**src/rtl/uart_cmd_ctrl.sv**
```systemverilog
// Byte-stream command decoder: turns 4-byte frames (A5, ADDR, DATA, CSUM) into
// register write strobes, with an inter-byte timeout and good/error frame counters.
module uart_cmd_ctrl #(
  parameter int TIMEOUT_CYCLES = 12000
) (
  input  logic       CLK,
  input  logic       RST,
  input  logic       RX_VALID,
  input  logic [7:0] RX_DATA,
  output logic       WR_EN,
  output logic [3:0] WR_ADDR,
  output logic [7:0] WR_DATA,
  output logic       ERR,
  output logic       BUSY,
  output logic [7:0] FRAME_CNT,
  output logic [7:0] ERR_CNT,
  output logic [1:0] DBG_STATE
);

  // RX_VALID is a push-only valid with no ready: every cycle it is high one
  // byte is consumed and must be handled, there is no backpressure.

  localparam int              TW     = $clog2(TIMEOUT_CYCLES);
  localparam logic [TW-1:0]   T_LAST = TW'(TIMEOUT_CYCLES - 1);
  localparam logic [7:0]      SYNC   = 8'hA5;

  localparam logic [1:0] S_IDLE = 2'd0;
  localparam logic [1:0] S_ADDR = 2'd1;
  localparam logic [1:0] S_DATA = 2'd2;
  localparam logic [1:0] S_CSUM = 2'd3;

  logic [1:0]    state, state_d;
  logic [TW-1:0] tcnt, tcnt_d;
  logic [3:0]    addr_q;
  logic [7:0]    data_q;
  logic [7:0]    csum_exp;
  logic          wr_d, err_d, timeout, latch_addr, latch_data;

  assign csum_exp  = {4'b0000, addr_q} + data_q;
  assign DBG_STATE = state;

  always_comb begin
    state_d    = state;
    wr_d       = 1'b0;
    err_d      = 1'b0;
    latch_addr = 1'b0;
    latch_data = 1'b0;
    // A byte arriving on the expiry cycle wins over the timeout.
    timeout    = (state != S_IDLE) && !RX_VALID && (tcnt == T_LAST);
    case (state)
      S_IDLE: if (RX_VALID && RX_DATA == SYNC) state_d = S_ADDR;
      S_ADDR: if (RX_VALID) begin
        if (RX_DATA[7:4] == 4'h0) begin
          latch_addr = 1'b1;
          state_d    = S_DATA;
        end else begin
          err_d   = 1'b1;
          state_d = S_IDLE;
        end
      end
      S_DATA: if (RX_VALID) begin
        latch_data = 1'b1;
        state_d    = S_CSUM;
      end
      S_CSUM: if (RX_VALID) begin
        if (RX_DATA == csum_exp) wr_d  = 1'b1;
        else                     err_d = 1'b1;
        state_d = S_IDLE;
      end
      default: state_d = S_IDLE;
    endcase
    if (timeout) begin
      err_d   = 1'b1;
      state_d = S_IDLE;
    end
    if (state == S_IDLE || RX_VALID || timeout) tcnt_d = '0;
    else                                          tcnt_d = tcnt + TW'(1);
  end

  always_ff @(posedge CLK or posedge RST) begin
    if (RST) begin
      state     <= S_IDLE;
      tcnt      <= '0;
      addr_q    <= '0;
      data_q    <= '0;
      WR_EN     <= 1'b0;
      WR_ADDR   <= '0;
      WR_DATA   <= '0;
      ERR       <= 1'b0;
      BUSY      <= 1'b0;
      FRAME_CNT <= '0;
      ERR_CNT   <= '0;
    end else begin
      state <= state_d;
      tcnt  <= tcnt_d;
      WR_EN <= wr_d;
      ERR   <= err_d;
      BUSY  <= (state_d != S_IDLE);
      if (latch_addr) addr_q <= RX_DATA[3:0];
      if (latch_data) data_q <= RX_DATA;
      if (wr_d) begin
        WR_ADDR   <= addr_q;
        WR_DATA   <= data_q;
        FRAME_CNT <= FRAME_CNT + 8'd1;
      end
      if (err_d && ERR_CNT != 8'hFF) ERR_CNT <= ERR_CNT + 8'd1;
    end
  end

endmodule

```
**config.mk**
```make
export PLATFORM = sky130hd
export DESIGN_NAME = uart_cmd_ctrl
export DESIGN_NICKNAME = d
export VERILOG_FILES = /design/src/rtl/uart_cmd_ctrl.sv
export SDC_FILE = /design/constraint.sdc
export NUM_CORES = 1
export LEC_CHECK = 0
export CAP_MARGIN = 15
export CORE_MARGIN = 3
export CORE_UTILIZATION = 35
export CTS_CLUSTER_SIZE = 8
export DETAILED_ROUTE_END_ITERATION = 8
export GPL_TIMING_DRIVEN = 0
export PLACE_DENSITY = 0.56
export SLEW_MARGIN = 10
export SYNTH_ARGS = -nofsm -noshare
export SYNTH_HDL_FRONTEND = slang
export SYNTH_SLANG_ARGS = --single-unit
```
**constraint.sdc**
```tcl
create_clock -name CLK -period 3.8 [get_ports CLK]
set_input_delay 0.38 -clock CLK [delete_from_list [all_inputs] [get_ports CLK]]
set_output_delay 0.38 -clock CLK [all_outputs]
set_load 0.05 [all_outputs]
```
; ---- Yosys cells after proc, flatten, opt, wreduce, memory -nomap -nowiden
; Cells that the tools add are included.
[op_classes]
reduce_logical = 11
n_eq_ne = 7
n_mux = 22
add_sub_neg = 4
[op_table]
columns = operator, count
row1 = $add A8 B1 Y8 const B, 2
row2 = $add A14 B1 Y14 const B, 1
row3 = $eq A14 B14 Y1 const B, 1
row4 = $mux W14, 1
row5 = $mux W1, 13
row6 = $mux W2, 6
row7 = $add A4 B8 Y8, 1
row8 = $eq A8 B8 Y1, 1
row9 = $eq A8 B8 Y1 const B, 1
row10 = $ne A8 B8 Y1 const B, 1
row11 = $pmux W2 S4, 1
row12 = $eq A2 B2 Y1 const B, 2
row13 = $logic_and A1 B1 Y1, 4
row14 = $logic_not A4 Y1, 1
row15 = $reduce_bool A2 Y1, 2
row16 = $eq A2 B1 Y1 const B, 1
row17 = $logic_not A2 Y1, 1
row18 = $logic_or A1 B1 Y1, 2
row19 = $pmux W1 S2, 1
row20 = $logic_not A1 Y1, 1
[totals]
out_inout_bits = 33
ff_bits = 59

; ---- Longest topological paths before layout
; Gate-level depths: netlist (run 1).
[depth]
word_depth = 7
ltp_mapped = 10
mapped_depth_nobuf = 9

; ---- Worst setup path before layout (run 1)
; OpenSTA, ideal clock, no wires.
[synth_timing]
kind = flip-flop to flip-flop
startpoint = register addr_q[0]
endpoint = register FRAME_CNT[1]
required_ns = 3.675
setup_time_ns = 0.125
path_slack_ns = 0.952
synth_period_minus_slack_ns = 2.848
stages_incl_launch_ff = 10
n_path_buf = 1
t_arrival_ns = 2.724
cell_sequence = dfrtp_1 > ha_1 > fa_1 > xor2_1 > or4_1 > a21oi_2 > nand4_4 > nor2_4 > buf_6 > mux2_2
[synth_via]
elab_chain_cells = 5
[synth_rtl]
columns = element, line
row1 = "start, declared", 34  ; logic [3:0] addr_q;
row2 = "start signal, assigned", 99  ; if (latch_addr) addr_q <= RX_DATA[3:0];
row3 = $add A4 B8 Y8, 39  ; assign csum_exp = {4'b0000, addr_q} + data_q;
row4 = $eq A8 B8 Y1, 66  ; if (RX_DATA == csum_exp) wr_d = 1'b1;
row5 = $mux W1, 66
row6 = $mux W1, 65  ; S_CSUM: if (RX_VALID) begin
row7 = $mux W1, 50  ; case (state)
row8 = "end signal, assigned", 104  ; FRAME_CNT <= FRAME_CNT + 8'd1;
row9 = "end, declared", 15  ; output logic [7:0] FRAME_CNT,
; No other way between the ends.
; A chain may end at the register's enable or synchronous reset.

; ---- Worst setup path after layout (run 1)
[layout_timing]
startpoint = register addr_q[0]
endpoint = register WR_DATA[0]
[layout_via]
elab_chain_cells = 5
[layout_rtl]
columns = element, line
row1 = $add A4 B8 Y8, 39
row2 = $eq A8 B8 Y1, 66
row3 = $mux W1, 66
row4 = $mux W1, 65
row5 = $mux W1, 50
row6 = "end signal, assigned", 103  ; WR_DATA <= data_q;
row7 = "end, declared", 12  ; output logic [7:0] WR_DATA,
; No other way between the ends.

==> results, run 1 <==
- The buffers inserted during post-CTS setup optimization is 0.
- After synthesis, the most frequently instantiated cells are sky130_fd_sc_hd__dfrtp_1, sky130_fd_sc_hd__mux2_2, sky130_fd_sc_hd__nor2_1.
- Routability-driven placement finished with a final weighted congestion of 0.745.
- The cell at the root of the clock tree is sky130_fd_sc_hd__clkbuf_8.
- Compared with the post-synthesis result, the final layout area differs by 26.2%.
- The portion of total power attributed to the clock network is 33.7%.
- The number of different library cells used by synthesis comes to 47.
- The path class of the tightest hold or removal check is reg2reg.
- The post-detailed-placement half-perimeter wirelength is 4160 um.
- The flop and latch count out of synthesis is 59.
- For this block, the via count after detailed routing is 2019.
- In this run the most critical hold path is launched from FRAME_CNT[7]$_DFFE_PP0P_.
- The final-report hold violation count came to 0.
- Measured in cells, the most critical reg-to-reg path has a length of 9.
- The number of optimization iterations in the first detailed-route pass is 4.
- The total grt overflow is 0.
- The number of antenna violations at the first check in global routing is 0.
- The tool flagged a number of max-cap violations equal to 0.
- The setup check on the worst reg-to-reg path leaves a slack of 0.65 ns.
- In this run, flip-flops and latches consume 42.1% of the power.
- In this run the remaining antenna-violating nets after routing total 0.
- The warning count from the yosys run is 0.
- At the pin with the least slew margin, the transition time is 0.712 ns.
- Clock tree synthesis inserted a total of 9 buffers.
- In the synthesized netlist the dominant register cell turns out to be sky130_fd_sc_hd__dfrtp_1.
- By instance count, the leading cell after synthesis is sky130_fd_sc_hd__dfrtp_1.
- The die covers 9540 um2.
- The post-placement cell area is 3500 um2.
- Of the available clock period, the critical path in the final layout requires 82.9%.
- The first routing iteration left 54 violations.
- The fraction of met3 tracks used by global routing is 5.10%.
- The final-layout setup total negative slack is 0 ns.
- The routed design has 5810 um of wire.
- Once placement completed, the tool counted placed cells totaling 397.
- The quantity of hold-fixing buffers added after cts is 0.
- The worst flop-to-flop path startpoint is addr_q[0]$_DFFE_PP0P_.
- After detailed routing, the number of vias per cell comes to 4.89.
- In this run the static leakage power is 1.65 nW.
- Final hold analysis gives a worst-case slack of 0.468 ns.
- The met1 track demand over resource in global routing is 15.7%.
- The die is 97.7 um wide.
- The kind of critical path is reg2reg.
- The floorplan core area is 7930 um2.
- Derived from the worst setup path, the maximum achievable clock frequency is 0.317 GHz.
- The TritonCTS clock tree is yes.
- 44 I/O pins were placed.
- After clock tree synthesis, the clock-pin slew on the worst setup and hold paths is 0.07 ns.
- The longest clock path from root to sink contains 2 buffers.
- The number of cell rows is 32.
- The setup clock skew after layout is 0.00864 ns.
- The total nets after synthesis is 271.
- Summed over its instances, the top area cell type makes up 50.2% of the synthesized netlist area.
- The highest-utilization routing layer at the global route stage is met2.
- The capturing element type of the critical path is a flop.
- By area the synthesized netlist is led by sky130_fd_sc_hd__dfrtp_1, sky130_fd_sc_hd__mux2_2, sky130_fd_sc_hd__xor2_1.
- The post-route core utilization is 46.8%.
- The headroom to the max-slew limit is 52.5%.
- The number of clock sinks seen by CTS is 59.
- The number of remaining DRC errors is 0.
- The endpoint of the worst hold path is FRAME_CNT[7]$_DFFE_PP0P_.
- The analysis attributes to net switching a power of 563 uW.
- The worst setup path is launched from a flop.
- Power spread over the standard cell area amounts to 491 nW/um2.
- The number of H-tree levels is 3.
- IR analysis of the VDD net gives a maximum drop of 490 uV.
- Setup repair after global routing left no endpoint under its margin.
- The total number of nets in the final design is 325.
- Counting flops with a built-in enable in the synthesized netlist gives 0.
- The max-slew violation total from the final report is 0.
- The post-synthesis instance area is 2940 um2.
- The endpoint identified for the worst register-to-register timing path is WR_DATA[0]$_DFFE_PP0P_.
- The share of cells above drive strength 1 is 17.0%.
- The signal arrival time at the worst endpoint is 3.38 ns.
- The combinational power share is 24.3%.
- The design internal power is 1.26 mW.
- The run finished with clean final reports.
- After layout, the minimum clock period comes to 3.15 ns.
- Entering global routing, the biggest net connects 60 pins.
- The via count of the first global-routing pass is 2023.
- The first global-routing pass estimated 9760 um of wire.
- The required arrival time at the worst endpoint is 4.02 ns.
- The design area is 3710 um2.
- From bottom edge to top edge, the die measures 97.7 um.
- For the worst-skew pair, the clock arrives at the later sink with an insertion delay of 0.34 ns.
- The completed layout was analyzed and its total power is 1.82 mW.
- The average cell area after synthesis is 11.7 um2.
- Once the floorplan was initialized, standard cells occupied 37.1% of the core.
- The count of buffers inserted at the top-level ports is 43.
- The fraction of met2 tracks used by global routing is 21.1%.
- The post-placement worst setup slack is 0.604 ns.
- The post-detailed-route wirelength per cell is 14.1 um.
- For this run, the total global-route usage over all layers was measured as 13.0%.
- The largest fanout of any net on the critical path is 10.
- After the flow finishes, the layout carries non-filler instances totaling 413.
- After technology mapping, the gate count stands at 252.
- The worst hold path stage count is 1.
- The least setup slack across all paths after layout is 0.648 ns.
- Net switching is 30.9% of the power.
- The post-synthesis sequential area ratio is 50.2%.
- The number of gates resized after CTS was 0.
- The top cell type by total area after synthesis is sky130_fd_sc_hd__dfrtp_1.
- The share of async-settable or async-resettable flops after synthesis is 100%.
- Setup violations remaining at the end of the flow were counted as 0.
- The count of inserted antenna diode cells is 0.
==> power by group through the flow <==
stage / Clock [mW] / Sequential (mW) / Combinational (mW)
floorplan: 0 / 0.828 / 0.272
global placement: 0 / 0.777 / 0.441
detailed placement: 0 / 0.780 / 0.445
CTS: 0.638 / 0.768 / 0.448
global route: 0.661 / 0.778 / 0.485
finish: 0.613 / 0.766 / 0.442
==> layer usage <==
metal / routed length [um] / share of wire (%) / vias to the layer above
met2: 2850 / 49 / 31
li1: - / - / 995
met1: 2630 / 45 / 986
met3: 246 / 4.2 / 7
met5: 0 / 0 / -
met4: 80 / 1.4 / 0
==> placed cells by master (no fill, tap or decap), types with 3 or more instances in the layout <==
master                            count
sky130_fd_sc_hd__a21oi_1              5
sky130_fd_sc_hd__and3_1               3
sky130_fd_sc_hd__clkbuf_1             4
sky130_fd_sc_hd__clkbuf_8             9
sky130_fd_sc_hd__clkdlybuf4s50_1     43
sky130_fd_sc_hd__dfrtp_1             59
sky130_fd_sc_hd__ha_1                 7
sky130_fd_sc_hd__inv_1               10
sky130_fd_sc_hd__mux2_2              25
sky130_fd_sc_hd__nand2_1             12
sky130_fd_sc_hd__nand3_1             14
sky130_fd_sc_hd__nand4_1              6
sky130_fd_sc_hd__nand4b_1             3
sky130_fd_sc_hd__nor2_1              23
sky130_fd_sc_hd__nor2b_1              4
sky130_fd_sc_hd__nor3_1               4
sky130_fd_sc_hd__nor4_1               3
sky130_fd_sc_hd__o21ai_0              3
sky130_fd_sc_hd__xnor2_1             15
sky130_fd_sc_hd__xor2_1              16
==> logic make-up after synthesis <==
kind of cell / Yosys count / synth area share [%]
AO/OA/AOI/OAI: 20 / 4.93
XOR/XNOR: 33 / 10.6
adder cells (fa/ha/maj): 8 / 3.66
buffers and inverters: 15 / 2.21
flip-flops: 59 / 50.2
multiplexers: 29 / 11.3
AND/OR/NAND/NOR: 88 / 17.1
==> worst max-delay path by stage <==
stage	startpoint	endpoint	slack, ns	depth (start not counted)
3_3_place_gp	RX_DATA[2]	WR_DATA[0]$_DFFE_PP0P_	0.59	8
6_report	addr_q[0]$_DFFE_PP0P_	WR_DATA[0]$_DFFE_PP0P_	0.65	9
4_1_cts	addr_q[0]$_DFFE_PP0P_	WR_DATA[0]$_DFFE_PP0P_	0.62	9
2_1_floorplan	addr_q[0]$_DFFE_PP0P_	FRAME_CNT[1]$_DFFE_PP0P_	0.95	9
5_1_grt	addr_q[0]$_DFFE_PP0P_	WR_DATA[0]$_DFFE_PP0P_	0.54	9
3_5_place_dp	RX_DATA[2]	WR_DATA[0]$_DFFE_PP0P_	0.60	8
==> critical path, stage by stage, from the launching register on <==
cell,delay [ns]
sky130_fd_sc_hd__dfrtp_1,0.40
sky130_fd_sc_hd__ha_1,0.25
sky130_fd_sc_hd__fa_1,0.46
sky130_fd_sc_hd__xor2_1,0.15
sky130_fd_sc_hd__or4_1,0.56
sky130_fd_sc_hd__a21oi_2,0.20
sky130_fd_sc_hd__nand4_4,0.16
sky130_fd_sc_hd__nor2_4,0.30
sky130_fd_sc_hd__buf_6,0.22
sky130_fd_sc_hd__mux2_2,0.34
==> flip-flops by register name (all words and copies together) (netlist names), 2 cells and up <==
| register | flops |
|---|---|
| tcnt | 14 |
| data_q | 8 |
| addr_q | 4 |
| WR_ADDR | 4 |
| ERR_CNT | 8 |
| DBG_STATE | 2 |
| FRAME_CNT | 8 |
| WR_DATA | 8 |
==> area by class of cell <==
cell class | count | area, um2
well taps | 102 | 128
multi-input cells | 178 | 1400
clock inverters | 5 | 77.6
fillers | 755 | 4220
repair buffers | 43 | 430
flip-flops and latches | 59 | 1480
inverters | 11 | 43.8
plain buffers | 4 | 23.8
clock buffers | 11 | 131
Note: power is estimated with default switching activity, not from simulation.
==> inputs of run 2 (changes only) <==
PLACE_DENSITY = 0.58   (was 0.56)
clock period = 2.7 ns   (was 3.8 ns; I/O delays follow)
==> run 2 against run 1 <==
Compared with the run above: the flow now finishes with violations (negative setup slack); register-to-register slack lost 0.74 ns; worst setup slack lost 0.74 ns; count of clock-buffer cells in the layout is the same; design area grew 3.0%; via count grew 2.0%; critical path type unchanged; critical endpoint is now FRAME_CNT[1]$_DFFE_PP0P_.
==> results, run 2 (same netlist as run 1, synthesis figures left out) <==
- The upper clock frequency limit was 0.358 GHz (+13%).
- The total routing usage reported by global routing is 13.3% (+0.32 points).
- Setup repair after global routing could not meet its margin everywhere.
- The slack of the worst reg-to-reg path is -0.09 ns (-0.74 ns).
- The portion of total power attributed to the clock network is 30.8% (-2.9 points).
- The leakage power of the design came to 1.70 nW (+3.1%).
- The worst register-to-register path begins at data_q[0]$_DFFE_PP0P_.
- The share of cells above drive strength 1 was 21.9% (+4.9 points).
- The post-route core utilization is 48.2% (+1.4 points).
- The number of remaining DRC errors is 0 (unchanged).
- The quantity of hold-fixing buffers added after cts is 0 (unchanged).
- The number of fillers in the final layout is 760 (+0.66%).
- The flip-flop count of the largest register, all copies and words added is 14 (unchanged).
- The number of clock sinks seen by CTS came to 59 (unchanged).
- The number of optimization iterations in the first detailed-route pass is 5 (+1).
- The count of endpoints failing setup in the final report is 21 (+21).
- The maximum number of buffers from clock root to sink is 2 (unchanged).
- The count of antenna-violating nets left after detailed routing is 0 (unchanged).
- The final-report hold violation count is 0 (unchanged).
- The total CTS buffers is 9 (unchanged).
- The design internal power is 1.73 mW (+37%).
- The endpoint identified for the worst register-to-register timing path is FRAME_CNT[1]$_DFFE_PP0P_.
- The checks that failed: negative setup slack.
- The via count of the first global-routing pass is 2062 (+1.9%).
- The max-slew violation total from the final report is 0 (unchanged).
- The run finished, with violations left.
- The combinational power share is 26.4% (+2.1 points).
- The wire length of the first global-routing pass came to 10300 um (+5.2%).
- The total number of nets in the final design is 333 (+2.5%).
- The final-layout setup total negative slack is -1.46 ns (-1.46 ns).
- The count of buffers inserted at the top-level ports is 43 (unchanged).
- The initial core utilization is 37.1% (unchanged).
- The latest clock arrival within the worst-skew pair came to 0.33 ns (about the same).
- The worst setup path is launched from a flop.
- The post-detailed-placement half-perimeter wirelength was 4230 um (+1.7%).
- The post-detailed-route wirelength per cell is 14.0 um (-0.82%).
- The switching share of power was 31.7% (+0.78 points).
- The transition at the pin with the smallest max-transition slack is 0.707 ns (-0.00561 ns).
- The last weighted congestion value of the routability-driven placer came to 0.748 (+0.39%).
- The total wire length is 5880 um (+1.1%).
- The largest fanout of any net on the critical path was 10 (unchanged).
- The final critical path time including I/O delays and setup is 2.79 ns (-0.360 ns).
- The tightest min-delay check is of the in2async type.
- The headroom to the max-slew limit came to 52.9% (+0.37 points).
- The ratio of routed vias to standard cells is 4.89 (about the same).
- The length in cells of the worst reg-to-reg path came to 9 (unchanged).
- The power per standard cell area is 662 nW/um2 (+35%).
- The cell at the root of the clock tree is sky130_fd_sc_hd__clkbuf_8.
- The count of routing violations after the opening detailed-route iteration was 63 (+17%).
- The count of inserted antenna diode cells was 0 (unchanged).
- The height of the chip is 97.7 um (unchanged).
- The switching power of the nets is 802 uW (+42%).
- The largest voltage drop on the vdd net is 494 uV (+0.82%).
- The boundary pin count was 44 (unchanged).
- STA classifies the critical path endpoint as a flop.
- The TritonCTS clock tree is yes.
- The die extent in x is 97.7 um (unchanged).
- The number of vias in the routed layout is 2059 (+2.0%).
- The largest net degree at the start of global routing is 60 (unchanged).
- In the layout the commonest cells are sky130_fd_sc_hd__dfrtp_1, sky130_fd_sc_hd__clkdlybuf4s50_1, sky130_fd_sc_hd__mux2_2.
- Ranked by flip-flop count, first place goes to tcnt.
- The fraction of the cycle the final worst path needs is 103% (+20 points).
- The required arrival time at the worst endpoint was 2.92 ns (-1.10 ns).
- The number of cell rows is 32 (unchanged).
- The total grt overflow is 0 (unchanged).
- The least setup slack across all paths after layout is -0.0914 ns (-0.740 ns).
- The commonest non-fill, non-tap cell in the layout is sky130_fd_sc_hd__dfrtp_1.
- From synthesis to final layout, the design area changed by 29.9%.
- The setup clock skew after layout was 0.00628 ns (-0.00236 ns).
- The number of max-cap violations is 0 (unchanged).
- The signal arrival time at the worst endpoint is 3.01 ns (-0.37 ns).
- The floorplan core area came to 7930 um2 (unchanged).
- The clock transition at the register clock pins on the worst setup and hold paths after CTS is 0.07 ns (about the same).
- The setup path with the least slack is of type reg2reg.
- The area of the die is 9540 um2 (unchanged).
- The sequential cell fraction of total power is 42.8% (+0.7 points).
- The number of antenna violations at the first check in global routing is 0 (unchanged).
- The number of H-tree levels is 3 (unchanged).
run 2: stage by stage:
| step | hold WS (ns) | total power [mW] | area [um2] | worst slack [ns] | std cells |
|---|---|---|---|---|---|
| after CTS | 0.439 | 2.56 | 3820 | -0.0923 | 421 |
| after global routing | 0.480 | 2.69 | 3820 | -0.160 | 421 |
| after floorplan | 0.421 | 1.55 | 2950 | -0.0739 | 252 |
| final | 0.422 | 2.53 | 3820 | -0.0914 | 421 |
| after detailed placement | 0.467 | 1.73 | 3510 | -0.474 | 397 |
| after global placement | 0.463 | 1.72 | 3500 | -0.496 | 397 |
run 2: how the worst max path moves through the flow:
stage	start	to	cells past startpoint
after floorplan	data_q[0]$_DFFE_PP0P_	FRAME_CNT[1]$_DFFE_PP0P_	9
after global placement	RX_DATA[2]	WR_DATA[0]$_DFFE_PP0P_	8
after detailed placement	RX_DATA[2]	WR_DATA[0]$_DFFE_PP0P_	8
after CTS	data_q[0]$_DFFE_PP0P_	WR_DATA[2]$_DFFE_PP0P_	9
after global routing	data_q[0]$_DFFE_PP0P_	WR_DATA[2]$_DFFE_PP0P_	9
final	data_q[0]$_DFFE_PP0P_	FRAME_CNT[1]$_DFFE_PP0P_	9
run 2: layout make-up:
class,instances,area (um2),share of cell area (%)
buffer,4,27.5,0.720
sequential,59,1480,38.6
tap,102,128,3.34
clock inverter,5,52.6,1.37
timing repair buffer,51,494,12.9
inverter,11,43.8,1.15
multi-input combinational,178,1460,38.2
clock buffer,11,141,3.70
run 2: power by group through the flow:
stage | Sequential, mW | Clock [mW] | Combinational, mW
after floorplan | 1.17 | 0 | 0.385
after CTS | 1.08 | 0.805 | 0.676
final | 1.08 | 0.780 | 0.669
after global routing | 1.10 | 0.850 | 0.737
after detailed placement | 1.10 | 0 | 0.632
after global placement | 1.10 | 0 | 0.622
run 2: metal layers:
metal  global-route usage [%]  wire length [um]
met1                     17.4              2680
met2                     20.6              2900
met3                     4.09               238
met4                     5.11                61
met5                        0                 0
run 2: critical path, stage by stage, from the launching register on:
cell and delay [ns]:
sky130_fd_sc_hd__dfrtp_1 0.38, sky130_fd_sc_hd__ha_2 0.20, sky130_fd_sc_hd__fa_2 0.35, sky130_fd_sc_hd__xor3_1 0.18
sky130_fd_sc_hd__or4_4 0.55, sky130_fd_sc_hd__a21oi_4 0.17, sky130_fd_sc_hd__nand4_4 0.17, sky130_fd_sc_hd__nor2_4 0.18
sky130_fd_sc_hd__buf_8 0.17, sky130_fd_sc_hd__mux2_2 0.34
run 2: timing repair:
action                                  4_1_cts  5_1_grt
gates resized for setup                      10        1
endpoints found under the hold margin         0        0
buffers inserted                              8        0
pin swaps                                     4        1
endpoints found under the setup margin       28       28
==> patch 1 (config.mk and constraints of run 1) <==
Add an input register stage for `RX_VALID` and `RX_DATA`; this delays them by one clock. Comments in the files are not updated.
--- a/src/rtl/uart_cmd_ctrl.sv
+++ b/src/rtl/uart_cmd_ctrl.sv
@@ -29,6 +29,14 @@
   localparam logic [1:0] S_DATA = 2'd2;
   localparam logic [1:0] S_CSUM = 2'd3;
 
+  logic RX_VALID_q;
+  logic [7:0] RX_DATA_q;
+
+  always_ff @(posedge CLK) begin
+    RX_VALID_q <= RX_VALID;
+    RX_DATA_q  <= RX_DATA;
+  end
+
   logic [1:0]    state, state_d;
   logic [TW-1:0] tcnt, tcnt_d;
   logic [3:0]    addr_q;
@@ -46,11 +54,11 @@
     latch_addr = 1'b0;
     latch_data = 1'b0;
     // A byte arriving on the expiry cycle wins over the timeout.
-    timeout    = (state != S_IDLE) && !RX_VALID && (tcnt == T_LAST);
+    timeout    = (state != S_IDLE) && !RX_VALID_q && (tcnt == T_LAST);
     case (state)
-      S_IDLE: if (RX_VALID && RX_DATA == SYNC) state_d = S_ADDR;
-      S_ADDR: if (RX_VALID) begin
-        if (RX_DATA[7:4] == 4'h0) begin
+      S_IDLE: if (RX_VALID_q && RX_DATA_q == SYNC) state_d = S_ADDR;
+      S_ADDR: if (RX_VALID_q) begin
+        if (RX_DATA_q[7:4] == 4'h0) begin
           latch_addr = 1'b1;
           state_d    = S_DATA;
         end else begin
@@ -58,12 +66,12 @@
           state_d = S_IDLE;
         end
       end
-      S_DATA: if (RX_VALID) begin
+      S_DATA: if (RX_VALID_q) begin
         latch_data = 1'b1;
         state_d    = S_CSUM;
       end
-      S_CSUM: if (RX_VALID) begin
-        if (RX_DATA == csum_exp) wr_d  = 1'b1;
+      S_CSUM: if (RX_VALID_q) begin
+        if (RX_DATA_q == csum_exp) wr_d  = 1'b1;
         else                     err_d = 1'b1;
         state_d = S_IDLE;
       end
@@ -73,7 +81,7 @@
       err_d   = 1'b1;
       state_d = S_IDLE;
     end
-    if (state == S_IDLE || RX_VALID || timeout) tcnt_d = '0;
+    if (state == S_IDLE || RX_VALID_q || timeout) tcnt_d = '0;
     else                                          tcnt_d = tcnt + TW'(1);
   end
 
@@ -96,8 +104,8 @@
       WR_EN <= wr_d;
       ERR   <= err_d;
       BUSY  <= (state_d != S_IDLE);
-      if (latch_addr) addr_q <= RX_DATA[3:0];
-      if (latch_data) data_q <= RX_DATA;
+      if (latch_addr) addr_q <= RX_DATA_q[3:0];
+      if (latch_data) data_q <= RX_DATA_q;
       if (wr_d) begin
         WR_ADDR   <= addr_q;
         WR_DATA   <= data_q;
Function: changed (a bounded check fails within 4 cycles, from zero or initial values and one cycle with RST high).
==> patch 1 against run 1 <==
Design area grew 4.8%. Sequential cell count up 9. Setup slack gained 0.16 ns. First-iteration DRC count increased by 28%. Wire length up 6.3%. Utilization shrank 0.63 points. Final cell count increased by 3.6%. Area after synthesis is 6.2% higher. Via count grew 4.9%. Critical path type unchanged. Largest cell class unchanged.
Power is not compared: it rests on default switching activity, and its combinational part moved more than twofold at a synthesized area within 25%.
==> patch 1: results (changes against run 1) <==
The run finished with clean final reports. For the number of instances in the synthesized netlist, the log shows 264 (+4.8%). The final-layout fill cell count came out at 818 (+8.3%). The detailed-route vias per instance is 4.95 (+1.2%). The run gives 51.5% (-1.0 points) as the relative max-transition margin. VDD sags by at most 0.000144 V.

The net count reported at finish was 337 (+3.7%); the number of I/O port buffers was 43 (unchanged). Final weighted congestion in routability-driven placement: 0.864 (+16%). STA classifies the critical path startpoint as a flip-flop. The highest fanout seen on the critical path was 10 (unchanged); the instance count after placement with tap cells included was 412 (+3.8%). Summed over all cells, the static leakage comes to 1.76 nW.

The clock-pin transition on the worst setup and hold timing paths is 0.07 ns (about the same), and the share of flip-flops with an asynchronous set or reset is 86.8% (-13 points). The post-cts gate resize count is 0 (unchanged). Dominant register cell in the synthesized netlist: dfrtp_1. The detailed-placement wirelength estimate is 4.35 mm (+4.8%).

The logs give 0 (unchanged) for the number of antenna diodes and 2 (unchanged) for the worst-case clock buffer depth. The number of distinct library cell variants in the gate-level netlist after synthesis was 53 (+13%); the stage delay of the slowest cell on the critical path was 0.42 ns (-0.14 ns). Worst-case clock skew: 0.00902 ns (+0.000382 ns). The tools report the max-capacitance violation count as 0 (unchanged). For the level count of the clock H-tree, the log shows 3 (unchanged). The post-synthesis net count is 283 (+4.4%), and the flip-flop count of the largest register, all copies and words added is 14 (unchanged). The run gives 4 (unchanged) as the first-pass iteration count of the detailed router.

Post-CTS setup-driven buffer insertion count: 0 (unchanged). For this design, the slowest cell found on the critical path is fa_1. For the share of synthesized area occupied by flip-flops and latches, the log shows 53.0% (+2.9 points).

The logs give 0 (unchanged) for the final-report hold violation count and 13.8% (+0.81 points) for the global-route usage over all layers. The run gives 0.81 ns (+0.16 ns) as the worst reg-to-reg setup slack. The clock latency on the worst-skew pair is 0.34 ns (about the same), and the wire length of the first global-routing pass is 10.7 mm (+10%). Sorting the synthesized cells by how often they occur yields dfrtp_1, mux2_2, nor2_1. The class of the tightest hold or removal check was in2reg.

The violation count after the first detailed-route iteration came out at 69 (+28%). The fraction of layout cells with a size suffix above 1 was 19.5% (+2.5 points); the pin count of the biggest net entering global routing was 60 (unchanged). Following the worst setup path forward leads to its endpoint at FRAME_CNT[7].

The root buffer cell chosen for the clock tree is clkbuf_8. In the post-synthesis netlist, the biggest area contributors are dfrtp_1, mux2_2, dfxtp_1, xor2_1, xnor2_1. The average detailed-routed wire length per instance works out to 14.4 um (+2.6%).

The cell count of the worst reg-to-reg path was 10 (+1). The count of vias placed by the detailed router was 2,117 (+4.9%). The run gives 0 (unchanged) as the initial antenna violation count. The run gives 9 (unchanged) as the number of clock buffers inserted by TritonCTS. For the data arrival time of the worst path, the log shows 3.25 ns (-0.13 ns). The register ranked first by flip-flop count was tcnt.

The startpoint identified for the worst register-to-register timing path is addr_q[0]. Count of synthesis-stage warnings from yosys: 0 (unchanged).
[patch 1: worst max-delay path, delay by kind of cell, from the launching register on]
kind | cells | cell delay (ns)
xor+xnor | 1 | 0.17
buf+inv | 1 | 0.17
flops | 1 | 0.40
fa+ha+maj | 2 | 0.67
compound gates | 1 | 0.34
simple gates | 5 | 1.15
[patch 1: worst min path at each step]
stage,start,end,slack (ns),cells after the start
finish,RX_DATA[2],RX_DATA_q[2],0.47,1
global placement,FRAME_CNT[7],FRAME_CNT[7],0.46,1
floorplan,RX_DATA[0],RX_DATA_q[0],0.41,0
detailed placement,FRAME_CNT[7],FRAME_CNT[7],0.48,1
CTS,RX_DATA[7],RX_DATA_q[7],0.45,1
global route,RX_DATA[2],RX_DATA_q[2],0.45,1
[patch 1: final cells by class]
cell class | count | area, sq um | area share (%)
Multi-Input combinational cell | 186 | 1410 | 36.2
Clock buffer | 12 | 155 | 3.99
Sequential cell | 68 | 1660 | 42.6
Tap cell | 105 | 131 | 3.38
Buffer | 6 | 41.3 | 1.06
Inverter | 4 | 17.5 | 0.450
Timing Repair Buffer | 43 | 430 | 11.1
Clock inverter | 4 | 47.5 | 1.22
[patch 1: power breakdown]
| group | leakage (nW) | total [W] | switching, W | internal [W] |
|---|---|---|---|---|
| Combinational | 0.761 | 0.000152 | 0.0000877 | 0.0000643 |
| Clock | 0.102 | 0.000604 | 0.000267 | 0.000337 |
| Sequential | 0.897 | 0.000777 | 0.0000291 | 0.000748 |
[patch 1: kinds of logic (layout without fill, tap and decap cells)]
| kind of cell | Yosys count | in the layout | share of synthesized area [%] |
|---|---|---|---|
| and+or+nand+nor | 94 | 94 | 16.7 |
| buffers and inverters | 10 | 69 | 1.80 |
| AOI/OAI and AO/OA | 26 | 26 | 6.53 |
| xor gates and xnor gates | 30 | 30 | 8.41 |
| DFF | 68 | 68 | 53.0 |
| muxes | 28 | 28 | 10.1 |
| adders and majority gates | 8 | 8 | 3.45 |
[patch 1: metrics by stage]
stage          setup WS (ns)  total power, W  cell area [sq um]
6_report               0.810         0.00153               3890
5_1_grt                0.614         0.00161               3890
4_1_cts                0.838         0.00156               3890
3_5_place_dp           0.872        0.000944               3690
3_3_place_gp           0.802        0.000942               3680
2_1_floorplan           1.18        0.000894               3120
[patch 1: layer usage]
metal / part of all wire (%) / vias up / track usage [%] / routed length [um]
li1: - / 1043 / - / -
met2: 44 / 44 / 19.9 / 2750
met5: 0 / - / 0 / 0
met3: 4.8 / 7 / 5.19 / 294
met4: 1.3 / 0 / 4.56 / 79
met1: 50 / 1023 / 19.1 / 3060
==> patch 2 (settings of run 1) <==
Made on the original files. `TIMEOUT_CYCLES`: 12000 -> 6000.
--- a/src/rtl/uart_cmd_ctrl.sv
+++ b/src/rtl/uart_cmd_ctrl.sv
@@ -1,7 +1,7 @@
 // Byte-stream command decoder: turns 4-byte frames (A5, ADDR, DATA, CSUM) into
 // register write strobes, with an inter-byte timeout and good/error frame counters.
 module uart_cmd_ctrl #(
-  parameter int TIMEOUT_CYCLES = 12000
+  parameter int TIMEOUT_CYCLES = 6000
 ) (
   input  logic       CLK,
   input  logic       RST,
Function: no difference found for any inputs over 10 cycles, from zero or initial values and one cycle with RST high; that may be too few to reach the edited logic, so the function may still have changed.
==> patch 2 against run 1 <==
Sequential share of layout area increased by 0.90 points. Wire length fell by 0.89%. Synthesized cell count shrank 2.4%. Design area is 3.9% lower. Final cell count down 1.7%. Setup slack better by 0.17 ns. Global-route usage is 1.1 points higher. Area after synthesis decreased by 3.8%. Fmax rose by 5.8%. Highest routed layer unchanged. Critical path type unchanged. Die area fell by 3.6%. Sequential cell count is 1 lower.
Power is not compared: it rests on default switching activity, and its combinational part moved more than twofold at a synthesized area within 25%.
==> patch 2: results (changes against run 1) <==
The synthesized area per cell came out at 11.5 sq um (-1.5%). Class of the tightest hold or removal check: in2async. The post-placement worst setup slack is 0.822 ns (+0.218 ns), and the wire length of the first global-routing pass is 9.74 mm (-0.14%). The routed length on met3 is 263 um (+6.9%). The met1 track demand over resource was 18.7% (+3.1 points). The detailed-route vias per instance works out to 4.94 (+0.97%). The commonest cells after synthesis are dfrtp_1, mux2_2, nor2_1. The logs give 39 (-35%) for the pin count of the biggest net entering global routing and 3.20 ns (-0.18 ns) for the data arrival time of the worst path. The flow ran to the end, and the final reports show no timing, DRC or antenna violations. The global-route usage over all layers is 14.1% (+1.1 points), and the met3 demand-to-capacity share in global routing is 4.77% (-0.33 points). The average detailed-routed wire length per instance is 14.2 um (+0.81%), and the instance count after placement with tap cells included is 391 (-1.5%).

The relative max-transition margin is 65.6% (+13 points). The number of I/O port buffers was 42 (-2.3%). Post-synthesis compound-gate area fraction: 5.57% (+0.64 points). After synthesis, the cell types taking the most area are dfrtp_1, mux2_2, xnor2_1, ha_1, xor2_1.

The highest fanout seen on the critical path works out to 5 (-5). The worst-case clock skew was 0.00657 ns (-0.00207 ns); the number of cells in the finished layout apart from fillers was 406 (-1.7%). The final weighted congestion in routability-driven placement was 0.747 (+0.23%). The shortest period the worst path allows is 2.98 ns (-0.174 ns), and the violation count after the first detailed-route iteration is 81 (+50%).

The net count reported at finish is 319 (-1.8%), and the post-synthesis net count is 265 (-2.2%).
[patch 2: cell count changes in the layout (fill, tap and decap cells not counted), sizes merged, moves of 3 or more]
cell,before,now
nand3,14,17
xor2,16,10
xnor2,16,22
inv,11,4
nor4,3,0
nand2,12,16
[patch 2: layout make-up]
cell class,instances,area [sq um]
clock inverter,3,15.0
fill,741,4200
inverter,4,15.0
tap,102,128
timing repair buffer,43,440
multi-input combinational,180,1340
sequential,58,1450
clock buffer,12,155
buffer,4,22.5
[patch 2: worst max-delay path, cell delays in order (launching register included)]
cell	delay, ns
dfrtp_1	0.40
ha_1	0.25
fa_1	0.51
xnor2_1	0.12
nand4_1	0.13
a211o_1	0.32
or4_4	0.52
o21a_4	0.24
nand3b_4	0.08
mux2_4	0.29
[patch 2: power breakdown]
part	switching, W	internal, W	total, W
sequential	0.0000181	0.000633	0.000651
clock	0.000239	0.000265	0.000505
combinational	0.0000703	0.0000520	0.000122
